<file path="src/rtl/plot_sink.sv">
// plot_sink -- buffers pixel plot requests in a small FIFO and turns them into
// framebuffer writes for a 160x120, 3-bit-colour screen (address = y*160 + x).
//
// Optional feature: define the macro CLEAR_EN to add the `clear` input and the
// screen-clear sequencer (IDLE -> DRAIN -> CLEAR -> IDLE). Without CLEAR_EN the
// block is a plain plot FIFO that is always idle.
//
// Parameters:
//   DEPTH        plot FIFO depth in entries (power of two, >= 2)
//   CLEAR_COLOUR colour written to every pixel during a screen clear
//
// Ports:
//   clk      in   rising-edge clock
//   resetn   in   asynchronous active-low reset
//   plot     in   plot request, accepted when ready is also high
//   x, y     in   10-bit pixel column / row
//   colour   in   3-bit pixel RGB
//   clear    in   (CLEAR_EN only) level-sampled clear request, honoured in IDLE
//   ready    out  request accepted this cycle (FIFO not full and idle)
//   fb_addr  out  15-bit framebuffer write address
//   fb_data  out  3-bit framebuffer write data
//   fb_wren  out  framebuffer write strobe
//   dropped  out  saturating count of rejected and out-of-range requests
module plot_sink #(
  parameter int         DEPTH        = 8,
  parameter logic [2:0] CLEAR_COLOUR = 3'b000
) (
  input  logic        clk,
  input  logic        resetn,
  input  logic        plot,
  input  logic [9:0]  x,
  input  logic [9:0]  y,
  input  logic [2:0]  colour,
`ifdef CLEAR_EN
  input  logic        clear,
`endif
  output logic        ready,
  output logic [14:0] fb_addr,
  output logic [2:0]  fb_data,
  output logic        fb_wren,
  output logic [7:0]  dropped
);

  localparam int          AW        = $clog2(DEPTH);
  localparam int          EW        = 23;  // {x, y, colour}
  localparam logic [AW:0] PTR_ONE   = 1;
  localparam logic [14:0] LAST_ADDR = 15'd19199;

  // FIFO storage; read asynchronously so the head can be popped and turned
  // into a registered framebuffer write on the same edge.
  logic [EW-1:0] mem [DEPTH];

  // Pointers carry one extra wrap bit to tell full from empty.
  logic [AW:0]   wr_ptr_reg, rd_ptr_reg;
  logic          full, empty, push, pop, can_pop;

  logic [9:0]    head_x, head_y;
  logic [2:0]    head_colour;
  logic          head_in_range;
  logic [14:0]   head_addr;

  logic          fb_wren_reg, fb_wren_next;
  logic [14:0]   fb_addr_reg, fb_addr_next;
  logic [2:0]    fb_data_reg, fb_data_next;
  logic [7:0]    dropped_reg, dropped_next;
  logic [8:0]    dropped_sum;

  assign empty = (wr_ptr_reg == rd_ptr_reg);
  assign full  = (wr_ptr_reg[AW] != rd_ptr_reg[AW]) &&
                 (wr_ptr_reg[AW-1:0] == rd_ptr_reg[AW-1:0]);

  assign push = plot && ready;
  assign pop  = can_pop && !empty;

  assign {head_x, head_y, head_colour} = mem[rd_ptr_reg[AW-1:0]];
  assign head_in_range = (head_x <= 10'd159) && (head_y <= 10'd119);
  // Only meaningful when in range; the product then never exceeds 19199.
  assign head_addr     = (15'(head_y) * 15'd160) + 15'(head_x);

`ifdef CLEAR_EN
  typedef enum logic [1:0] {
    IDLE  = 2'd0,
    DRAIN = 2'd1,
    CLEAR = 2'd2
  } state_t;

  state_t      state_reg, state_next;
  logic [14:0] clr_cnt_reg, clr_cnt_next;
  logic        clr_write;

  always_ff @(posedge clk or negedge resetn) begin
    if (!resetn) begin
      state_reg   <= IDLE;
      clr_cnt_reg <= '0;
    end else begin
      state_reg   <= state_next;
      clr_cnt_reg <= clr_cnt_next;
    end
  end

  always_comb begin
    state_next   = state_reg;
    clr_cnt_next = clr_cnt_reg;
    clr_write    = 1'b0;
    case (state_reg)
      IDLE: begin
        if (clear) state_next = DRAIN;
      end
      DRAIN: begin
        // Wait until the queue is empty and the last pixel write has gone out.
        if (empty && !fb_wren_reg) state_next = CLEAR;
      end
      CLEAR: begin
        // The counter runs one past the last address so that the final clear
        // write is still presented while ready is low; IDLE follows after it.
        if (clr_cnt_reg == LAST_ADDR + 15'd1) begin
          state_next   = IDLE;
          clr_cnt_next = '0;
        end else begin
          clr_write    = 1'b1;
          clr_cnt_next = clr_cnt_reg + 15'd1;
        end
      end
      default: state_next = IDLE;
    endcase
  end

  assign can_pop = (state_reg == IDLE) || (state_reg == DRAIN);
  assign ready   = !full && (state_reg == IDLE);
`else
  assign can_pop = 1'b1;
  assign ready   = !full;

  logic unused_clear_colour;
  assign unused_clear_colour = ^CLEAR_COLOUR;
`endif

  always_comb begin
    fb_wren_next = 1'b0;
    fb_addr_next = fb_addr_reg;
    fb_data_next = fb_data_reg;
    if (pop && head_in_range) begin
      fb_wren_next = 1'b1;
      fb_addr_next = head_addr;
      fb_data_next = head_colour;
    end
`ifdef CLEAR_EN
    else if (clr_write) begin
      fb_wren_next = 1'b1;
      fb_addr_next = clr_cnt_reg;
      fb_data_next = CLEAR_COLOUR;
    end
`endif
  end

  // A rejection and an out-of-range pop can land on the same edge (+2).
  assign dropped_sum  = {1'b0, dropped_reg}
                      + {8'd0, (plot && !ready)}
                      + {8'd0, (pop && !head_in_range)};
  assign dropped_next = dropped_sum[8] ? 8'hFF : dropped_sum[7:0];

  always_ff @(posedge clk) begin
    if (push) mem[wr_ptr_reg[AW-1:0]] <= {x, y, colour};
  end

  always_ff @(posedge clk or negedge resetn) begin
    if (!resetn) begin
      wr_ptr_reg  <= '0;
      rd_ptr_reg  <= '0;
      fb_wren_reg <= 1'b0;
      fb_addr_reg <= '0;
      fb_data_reg <= '0;
      dropped_reg <= '0;
    end else begin
      if (push) wr_ptr_reg <= wr_ptr_reg + PTR_ONE;
      if (pop)  rd_ptr_reg <= rd_ptr_reg + PTR_ONE;
      fb_wren_reg <= fb_wren_next;
      fb_addr_reg <= fb_addr_next;
      fb_data_reg <= fb_data_next;
      dropped_reg <= dropped_next;
    end
  end

  assign fb_wren = fb_wren_reg;
  assign fb_addr = fb_addr_reg;
  assign fb_data = fb_data_reg;
  assign dropped = dropped_reg;

endmodule
</file>
<file path="config.mk">
export PLATFORM = sky130hd
export DESIGN_NAME = plot_sink
export DESIGN_NICKNAME = d
export VERILOG_FILES = /design/src/rtl/plot_sink.sv
export SDC_FILE = /design/constraint.sdc
export NUM_CORES = 1
export LEC_CHECK = 0
export ABC_CLOCK_PERIOD_IN_PS = 5200
export CAP_MARGIN = 20
export CORE_MARGIN = 1
export CORE_UTILIZATION = 38
export DETAILED_ROUTE_END_ITERATION = 10
export SYNTH_ARGS = -nofsm -noshare
export SYNTH_HDL_FRONTEND = slang
export SYNTH_SLANG_ARGS = --single-unit
</file>
<file path="constraint.sdc">
create_clock -name clk -period 5.2 [get_ports clk]
set_input_delay 1.3 -clock clk [delete_from_list [all_inputs] [get_ports clk]]
set_output_delay 1.3 -clock clk [all_outputs]
set_load 0.02 [all_outputs]
</file>
Word level (Yosys, flattened, before mapping)
Memory sizes are Yosys's and may differ from the RTL's.
Index checks and enable logic that the tools add are counted.
{"block": "op_classes", "addsub": 5, "mul": 1, "order_cmp": 2, "eq_ne": 3, "muxes": 4, "n_reduce_logical": 9}
{"operator": "$add A15 B10 Y15", "count": 1}
{"operator": "$le A10 B7 Y1 const B", "count": 1}
{"operator": "$le A10 B8 Y1 const B", "count": 1}
{"operator": "$mul A10 B3 Y10 const B", "count": 1}
{"operator": "$add A8 B1 Y9", "count": 1}
{"operator": "$add A9 B1 Y9", "count": 1}
{"operator": "$add A4 B1 Y4 const B", "count": 2}
{"operator": "$mux W8", "count": 1}
{"operator": "$logic_and A1 B1 Y1", "count": 6}
{"operator": "$eq A4 B4 Y1", "count": 1}
{"operator": "$eq A3 B3 Y1", "count": 1}
{"operator": "$logic_not A1 Y1", "count": 3}
{"operator": "$mux W1", "count": 3}
{"operator": "$ne A1 B1 Y1", "count": 1}
{"block": "word_totals", "register_bits": 35, "ramBits": 184, "in_bits": 26, "output_inout_bits": 28, "word_cells": 31, "mem_count": 1}
{"memory": "mem", "words": 8, "width": 23, "rd": 1, "rd_ports_with_merged_regs": 0, "wr": 1, "line_no": "51", "text": "logic [EW-1:0] mem [DEPTH];"}

Longest topological paths before layout
Gate-level depths: netlist of the first run.
An unclocked memory read counts as a cell.
{"block": "logic_depth", "depth_word": 7, "mapped_depth": 18, "ltp_nobuf": 13}

Worst setup path before layout of the first run
No wires, ideal clock.
{"block": "synth_timing", "path_kind": "register to register", "startpoint": "register rd_ptr_reg[0]", "endpoint": "register fb_addr_reg[13] (netlist: fb_addr[13])", "setup_time_ns": 0.125, "arrival_time_ns": 4.483, "required_ns": 5.075, "path_slack_ns": 0.592, "stages_incl_launch_ff": 18, "path_buffers": 5, "synth_period_minus_slack_ns": 4.608, "cell_sequence": "dfrtp_1 > buf_6 > buf_8 > buf_2 > buf_2 > buf_2 > mux4_2 > mux2i_1 > inv_1 > ha_1 > ha_1 > fa_1 > ha_1 > a21boi_0 > o21ai_0 > nor2_1 > xor2_1 > mux2_4"}
{"block": "synth_between", "elab_chain_len": 4, "word_cells_on_any_way": 9, "classes_between": "add/sub: 1; mul: 1; order compare: 2; eq/ne: 1; reduce/logical: 3; memory: 1"}
{"item": "from (decl)", "line_no": "54", "text": "logic [AW:0] wr_ptr_reg, rd_ptr_reg;"}
{"item": "from (signal assigned)", "line_no": "176", "text": "if (pop) rd_ptr_reg <= rd_ptr_reg + PTR_ONE;"}
{"item": "branches (longest 4 deep; another with $mem_v2 Z8 W23)"}
{"item": "to (signal assigned)", "line_no": "178", "text": "fb_addr_reg <= fb_addr_next;"}
{"item": "to (decl)", "line_no": "63", "text": "logic [14:0] fb_addr_reg, fb_addr_next;"}
Several ways; the timed one is not identified.
A chain may end at the register's enable or synchronous reset.

Worst setup path in the final report of the first run
{"block": "layout_timing", "startpoint": "register rd_ptr_reg[0]", "endpoint": "register dropped_reg[3] (netlist: dropped[3])"}
{"block": "layout_between", "elab_chain_len": 7, "word_cells_on_any_way": 14, "classes_between": "add/sub: 2; order compare: 2; eq/ne: 2; mux: 1; reduce/logical: 6; memory: 1"}
{"item": "$mem_v2 Z8 W23"}
{"item": "$le A10 B8 Y1 / $le A10 B7 Y1 (equally long branches)", "line_no": "76", "text": "assign head_in_range = (head_x <= 10'd159) && (head_y <= 10'd119);"}
{"item": "$logic_and A1 B1 Y1", "line_no": "76"}
{"item": "$logic_not A1 Y1", "line_no": "159", "text": "+ {8'd0, (pop && !head_in_range)};"}
{"item": "$logic_and A1 B1 Y1", "line_no": "159"}
{"item": "$add A9 B1 Y9 *", "line_no": "159"}
{"item": "$mux W8 *", "line_no": "160", "text": "assign dropped_next = dropped_sum[8] ? 8'hFF : dropped_sum[7:0];"}
{"item": "via dropped_next[3]", "line_no": "65", "text": "logic [7:0] dropped_reg, dropped_next;"}
{"item": "to (signal assigned)", "line_no": "180", "text": "dropped_reg <= dropped_next;"}
{"item": "to (decl)", "line_no": "65"}
Mark *: on every way through the listed nets, which the timed path passes. The rest lies on a longest branch.

==> flow_summary.yaml, run 1 <==
sta:
  worstMarginPinSlew_ns: 0.887
  setup_viol: 0
  fin_tns_setup_ns: 0
  rsz0062_at_grt: "false"
  fin_skew_ns: 0.00756
  period_share_pct: 80.3
  max_freq_mhz: 239
  max_slew_margin_pct: 40.9
  slew_viol_final: 0
  period_needed_ns: 4.18
  hold_viol: 0
worst_setup_path:
  crit_fanout: 25
  worstPathRequired_ns: 5.59
  cp_num_buf_inv: 1
  critPathSlowestCell: "dfrtp_2"
  arrival_ns: 4.57
  crit_family: "multiplexers"
  cp-start-kind: "flip-flop"
  crit_type: "reg -> reg"
  path_cells: "buf_4 > mux4_1 > mux2_2 > nor2_1 > nand3_1 > a311oi_2 > a21oi_1 > fa_1 > ha_1 > and3_1 > nand3_1 > nand2_1"
  slowest_delay_ns: 0.81
  cp_common_cell: "nand3_1"
  cp-end-kind: "flip-flop"
detailed_routing:
  routedWlPerCell_um: 19.5
  via_count: 4439
  firstDrtPassIters: 4
  routed_via_density: 4.97
  drc: 0
  dr.first_iter.drc_count: 293
  wirelength_mm: 17.4
  route.antenna.remaining_nets: 0
global_routing:
  grt_start_max_net_pins: 36
  grt_antenna_before_repair: 0
  grt_use_total_pct: 14.8
  grt.overflow.total: 0
  grt_pass1_vias: 4636
  grt_first_pass_wirelength_mm: 27.1
cells_and_area:
  post-route-cell-area_sq_um: 10900
  diodes: 0
  layout-drive-gt1-share_pct: 23.0
  syn_to_final_growth_pct: 17.7
  layout.nets: 607
  largest_register_ffs: 184
clock_network:
  cts_resized: 0
  htree_levels: 1
  root_buffer: "clkbuf_16"
  clk_latency_ns: 0.51
  cts_hold_repair.buffers: 0
  cts.path.max_buffers: 3
  cts_buffers: 23
  cts_tree: "built"
  postCtsSetupBuffers: 0
  numClockSinks: 219
  path_clk_slew_ns: 0.06
power_and_ir_drop:
  combPwrFrac_pct: 45.1
  ir_drop_mv: 0.386
  power.share.clock_pct: 20.4
  pwr_density_cell_nw_per_um2: 678
  p_leak_nw: 3.87
  switchingPower_mw: 2.58
  seqPwrFrac_pct: 34.5
  p_sw_share_pct: 34.8
  p_int_mw: 4.84
synthesis:
  synth_cell_type_count: 42
  synth_area_leader_cell: "edfxtp_1"
  ys.flop_type: "edfxtp_1"
  synth_cells: 482
  synth-edff-count: 184
  async_flop_share_pct: 16.0
  synth_area_leaders: "edfxtp_1 59%, dfrtp_1 9.4%, mux4_2 8.7%"
  yosysWarnings: 0
  synth-seq-cells: 219
  postSynthAreaPerCell_sq_um: 19.3
  netlist_area_sq_um: 9300
  synth.most_common_cell: "edfxtp_1"
  synth_top_area_share_pct: 59.4
  yosysSeqAreaShare_pct: 68.8
  synth_common_cells: "184 x edfxtp_1, 36 x mux4_2, 35 x dfrtp_1"
  synth_fp_nets: 532
run_status:
  outcome: "finished clean"
placed_design:
  numPortBuffers: 53
  gp_congestion: 0.731
  place_area_sq_um: 10200
  dp_hpwl_mm: 10.9
floorplanning:
  std_cell_rows: 56
  io_pins: 54
  core_sq_um: 23800
  dieArea_sq_um: 25100
  initial_core_util_pct: 39.2
  die_w_um: 158
  die_h_um: 158
run:
  maxCapViolations: 0
hold_path:
  hold_class: "reg -> reg"
area by class of cell:
class / instances / area, sq um
sequential: 219 / 6400
multi-input combinational: 234 / 2750
clock inverter: 8 / 81.3
tap: 319 / 399
inverter: 12 / 45.0
clock buffer: 34 / 627
fill: 1988 / 12800
timing repair buffer: 67 / 643
layer usage:
metal	wire length [um]	GRT usage (%)	vias up
li1	-	-	2056
met1	7860	20.3	2259
met2	8440	24.6	103
met3	805	2.37	21
met4	285	3.57	0
met5	0	0	-
through the flow:
step	power, mW	cells	utilization [%]	hold slack (ns)	setup WS, ns
floorplan	5.13	482	-	0.494	0.592
global placement	5.95	851	43.1	0.492	1.05
detailed placement	6.00	851	43.1	0.493	0.980
CTS	7.55	893	46.1	0.506	0.935
global route	8.00	893	46.1	0.531	0.680
finish	7.42	893	46.1	0.505	1.02
cell families (layout without fill, tap and decap cells):
family          Yosys count  after routing  synth area share, %
flops                   219            219                 68.8
mux                      92             92                 17.7
simple gates             58             58                 3.05
xor+xnor                 36             36                 3.39
buf+inv                  29            121                 1.90
fa+ha+maj                24             24                 3.47
compound gates           24             24                 1.69
worst register-to-register path, stage by stage, from the launching register on:
cell and delay, ns:
dfrtp_2 0.81, buf_4 0.42, mux4_1 0.60, mux2_2 0.32, nor2_1 0.11, nand3_1 0.10
a311oi_2 0.37, a21oi_1 0.12, fa_1 0.48, ha_1 0.26, and3_1 0.21, nand3_1 0.19
nand2_1 0.08
cells in the final DEF, fill, tap and decap left out, drive strengths merged, types with 14 or more instances in the layout:
cell type	instances
clkdlybuf4s50	52
mux2	39
xor2	23
dfrtp	35
ha	21
nor2	14
clkbuf	34
edfxtp	184
nand2	17
buf	15
mux4	48
path summary, 6_finish.rpt:
check,from,endpoint,slack [ns],depth (start not counted)
max,rd_ptr_reg[0],dropped[3],1.02,12
min,fb_addr[4],fb_addr[4],0.51,1
max reg2reg,rd_ptr_reg[0],dropped[3],1.02,12
min reg2reg,fb_addr[4],fb_addr[4],0.51,1
max in group asynchronous,resetn,rd_ptr_reg[0],3.68,1
min in group asynchronous,resetn,fb_addr[14],0.91,1
power by group through the flow:
stage          Sequential (mW)  Combinational (mW)  Clock (mW)
2_1_floorplan             2.55                2.58           0
3_3_place_gp              2.58                3.37           0
3_5_place_dp              2.60                3.39           0
4_1_cts                   2.57                3.41        1.56
5_1_grt                   2.61                3.76        1.62
6_report                  2.56                3.35        1.52
No activity file was read; power rests on OpenSTA's default activity.
==> run 2: changes to the inputs <==
Settings changed: ABC_CLOCK_PERIOD_IN_PS 5200 to 3700.
Clock period 5.2 ns to 3.7 ns, I/O delays scaled along.
==> run 2 against run 1 <==
Compared with the run above: critical path depth is 2 higher; cell count is 5.0% higher; hold slack better by 0.0014 ns; global-route usage is 0.61 points higher; largest power group unchanged; highest routed layer unchanged; flip-flop and latch count stayed put; critical path type unchanged.
==> flow_summary.yaml, run 2 (synthesis results as in run 1) <==
clock_network:
  cts.path.max_buffers: 3
  numClockSinks: 219
  cts_tree: "built"
  htree_levels: 1
  cts_hold_repair.buffers: 0
  clk_latency_ns: 0.51
  root_buffer: "clkbuf_16"
  cts_buffers: 24
  path_clk_slew_ns: 0.06
cells_and_area:
  layout_common_cells: "184 x edfxtp_1, 52 x clkdlybuf4s50_1, 48 x buf_4"
  syn_to_final_growth_pct: 24.1
  largest_register_ffs: 184
  layout_commonest_cell: "edfxtp_1"
  layout.nets: 652
  fillers: 1943
  post-route-cell-area_sq_um: 11500
  layout.cells.non_filler: 938
  diodes: 0
  layout-drive-gt1-share_pct: 32.3
sta:
  rsz0062_at_grt: "true"
  setup_viol: 0
  max_slew_margin_pct: 39.9
  slew_viol_final: 0
  worstMarginPinSlew_ns: 0.902
  max_freq_mhz: 279
  fin_skew_ns: 0.0128
  period_needed_ns: 3.59
  period_share_pct: 97.0
  hold_viol: 0
  fin_tns_setup_ns: 0
worst_setup_path:
  crit_fanout: 3
  cp-end-kind: "flip-flop"
  arrival_ns: 3.98
  cp-start-kind: "flip-flop"
  crit_type: "reg -> reg"
  worstPathRequired_ns: 4.09
  cp_common_cell: "ha_4"
  slowest_delay_ns: 0.51
  critPathSlowestCell: "dfrtp_4"
  path_cells: "buf_6 > buf_4 > mux4_2 > mux2i_4 > inv_2 > ha_4 > ha_4 > fa_1 > ha_4 > a21oi_2 > nor3b_2 > nand3_1 > xnor2_2 > mux2_2"
floorplanning:
  die_h_um: 158
  std_cell_rows: 56
  core_sq_um: 23800
  io_pins: 54
  dieArea_sq_um: 25100
  initial_core_util_pct: 39.2
  die_w_um: 158
detailed_routing:
  routedWlPerCell_um: 19.3
  routed_via_density: 4.96
  route.antenna.remaining_nets: 0
  via_count: 4652
  wirelength_mm: 18.1
  drc: 0
  dr.first_iter.drc_count: 326
  firstDrtPassIters: 4
hold_path:
  hold_class: "reg -> reg"
power_and_ir_drop:
  pwr_density_cell_nw_per_um2: 1050
  p_leak_nw: 4.15
  ir_drop_mv: 0.682
run:
  maxCapViolations: 0
global_routing:
  grt_pass1_vias: 4981
  grt_start_max_net_pins: 36
  grt_antenna_before_repair: 0
  grt_use_total_pct: 15.4
  grt.overflow.total: 0
  grt_first_pass_wirelength_mm: 28.5
placed_design:
  numPortBuffers: 53
  placed_cells: 888
  dp_hpwl_mm: 11.3
  gp_congestion: 0.762
  place_area_sq_um: 10600
run_status:
  outcome: "finished clean"
run 2: layout make-up:
| class | instances | area, sq um | area share [%] |
|---|---|---|---|
| Sequential cell | 219 | 6410 | 55.5 |
| Multi-Input combinational cell | 234 | 2890 | 25.0 |
| Timing Repair Buffer | 111 | 1050 | 9.13 |
| Clock buffer | 32 | 672 | 5.82 |
| Tap cell | 319 | 399 | 3.46 |
| Clock inverter | 11 | 82.6 | 0.715 |
| Inverter | 12 | 45.0 | 0.390 |
run 2: timing repair:
item / CTS / global route
gates resized for setup: 6 / 21
gates cloned: 0 / 0
pin swaps: 2 / 8
buffers inserted: 6 / 1
endpoints found under the setup margin: 12 / 12
run 2: power breakdown:
group	internal (mW)	leakage, nW	switching (mW)
logic	3.50	1.68	2.89
clock network	1.34	0.371	0.911
registers	3.21	2.10	0.267
run 2: critical path, delay by kind of cell, from the launching register on:
kind / cells / cell delay [ns]
buf+inv: 3 / 0.34
mux: 3 / 0.89
simple gates: 2 / 0.32
xor+xnor: 1 / 0.16
fa+ha+maj: 4 / 1.19
flops: 1 / 0.51
compound gates: 1 / 0.06
run 2: stage by stage:
| stage | power [mW] | hold WS (ns) | worst slack (ns) | util, % |
|---|---|---|---|---|
| global placement | 9.31 | 0.490 | -0.157 | 44.6 |
| floorplan | 7.37 | 0.494 | -0.306 | - |
| finish | 12.1 | 0.507 | 0.110 | 48.6 |
| detailed placement | 9.42 | 0.498 | -0.187 | 44.6 |
| global route | 13.0 | 0.529 | -0.0294 | 48.6 |
| CTS | 12.0 | 0.511 | 0.0135 | 48.2 |
run 2: routing by layer:
layer / global-route usage [%] / up-vias / wire, um
li1: - / 2149 / -
met3: 2.69 / 26 / 927
met1: 21.1 / 2374 / 8160
met5: 0 / - / 0
met4: 4.53 / 0 / 340
met2: 25.1 / 103 / 8670
run 2: worst paths after layout:
| check | startpoint | end | slack [ns] | depth (start not counted) |
|---|---|---|---|---|
| worst max-delay path | rd_ptr_reg[0] | fb_addr[14] | 0.11 | 14 |
| worst min-delay path | fb_addr[3] | fb_addr[3] | 0.51 | 1 |
| worst min register to register | fb_addr[3] | fb_addr[3] | 0.51 | 1 |
| worst max register to register | rd_ptr_reg[0] | fb_addr[14] | 0.11 | 14 |
| max in group asynchronous | resetn | rd_ptr_reg[0] | 2.50 | 1 |
| min in group asynchronous | resetn | fb_addr[13] | 0.54 | 1 |
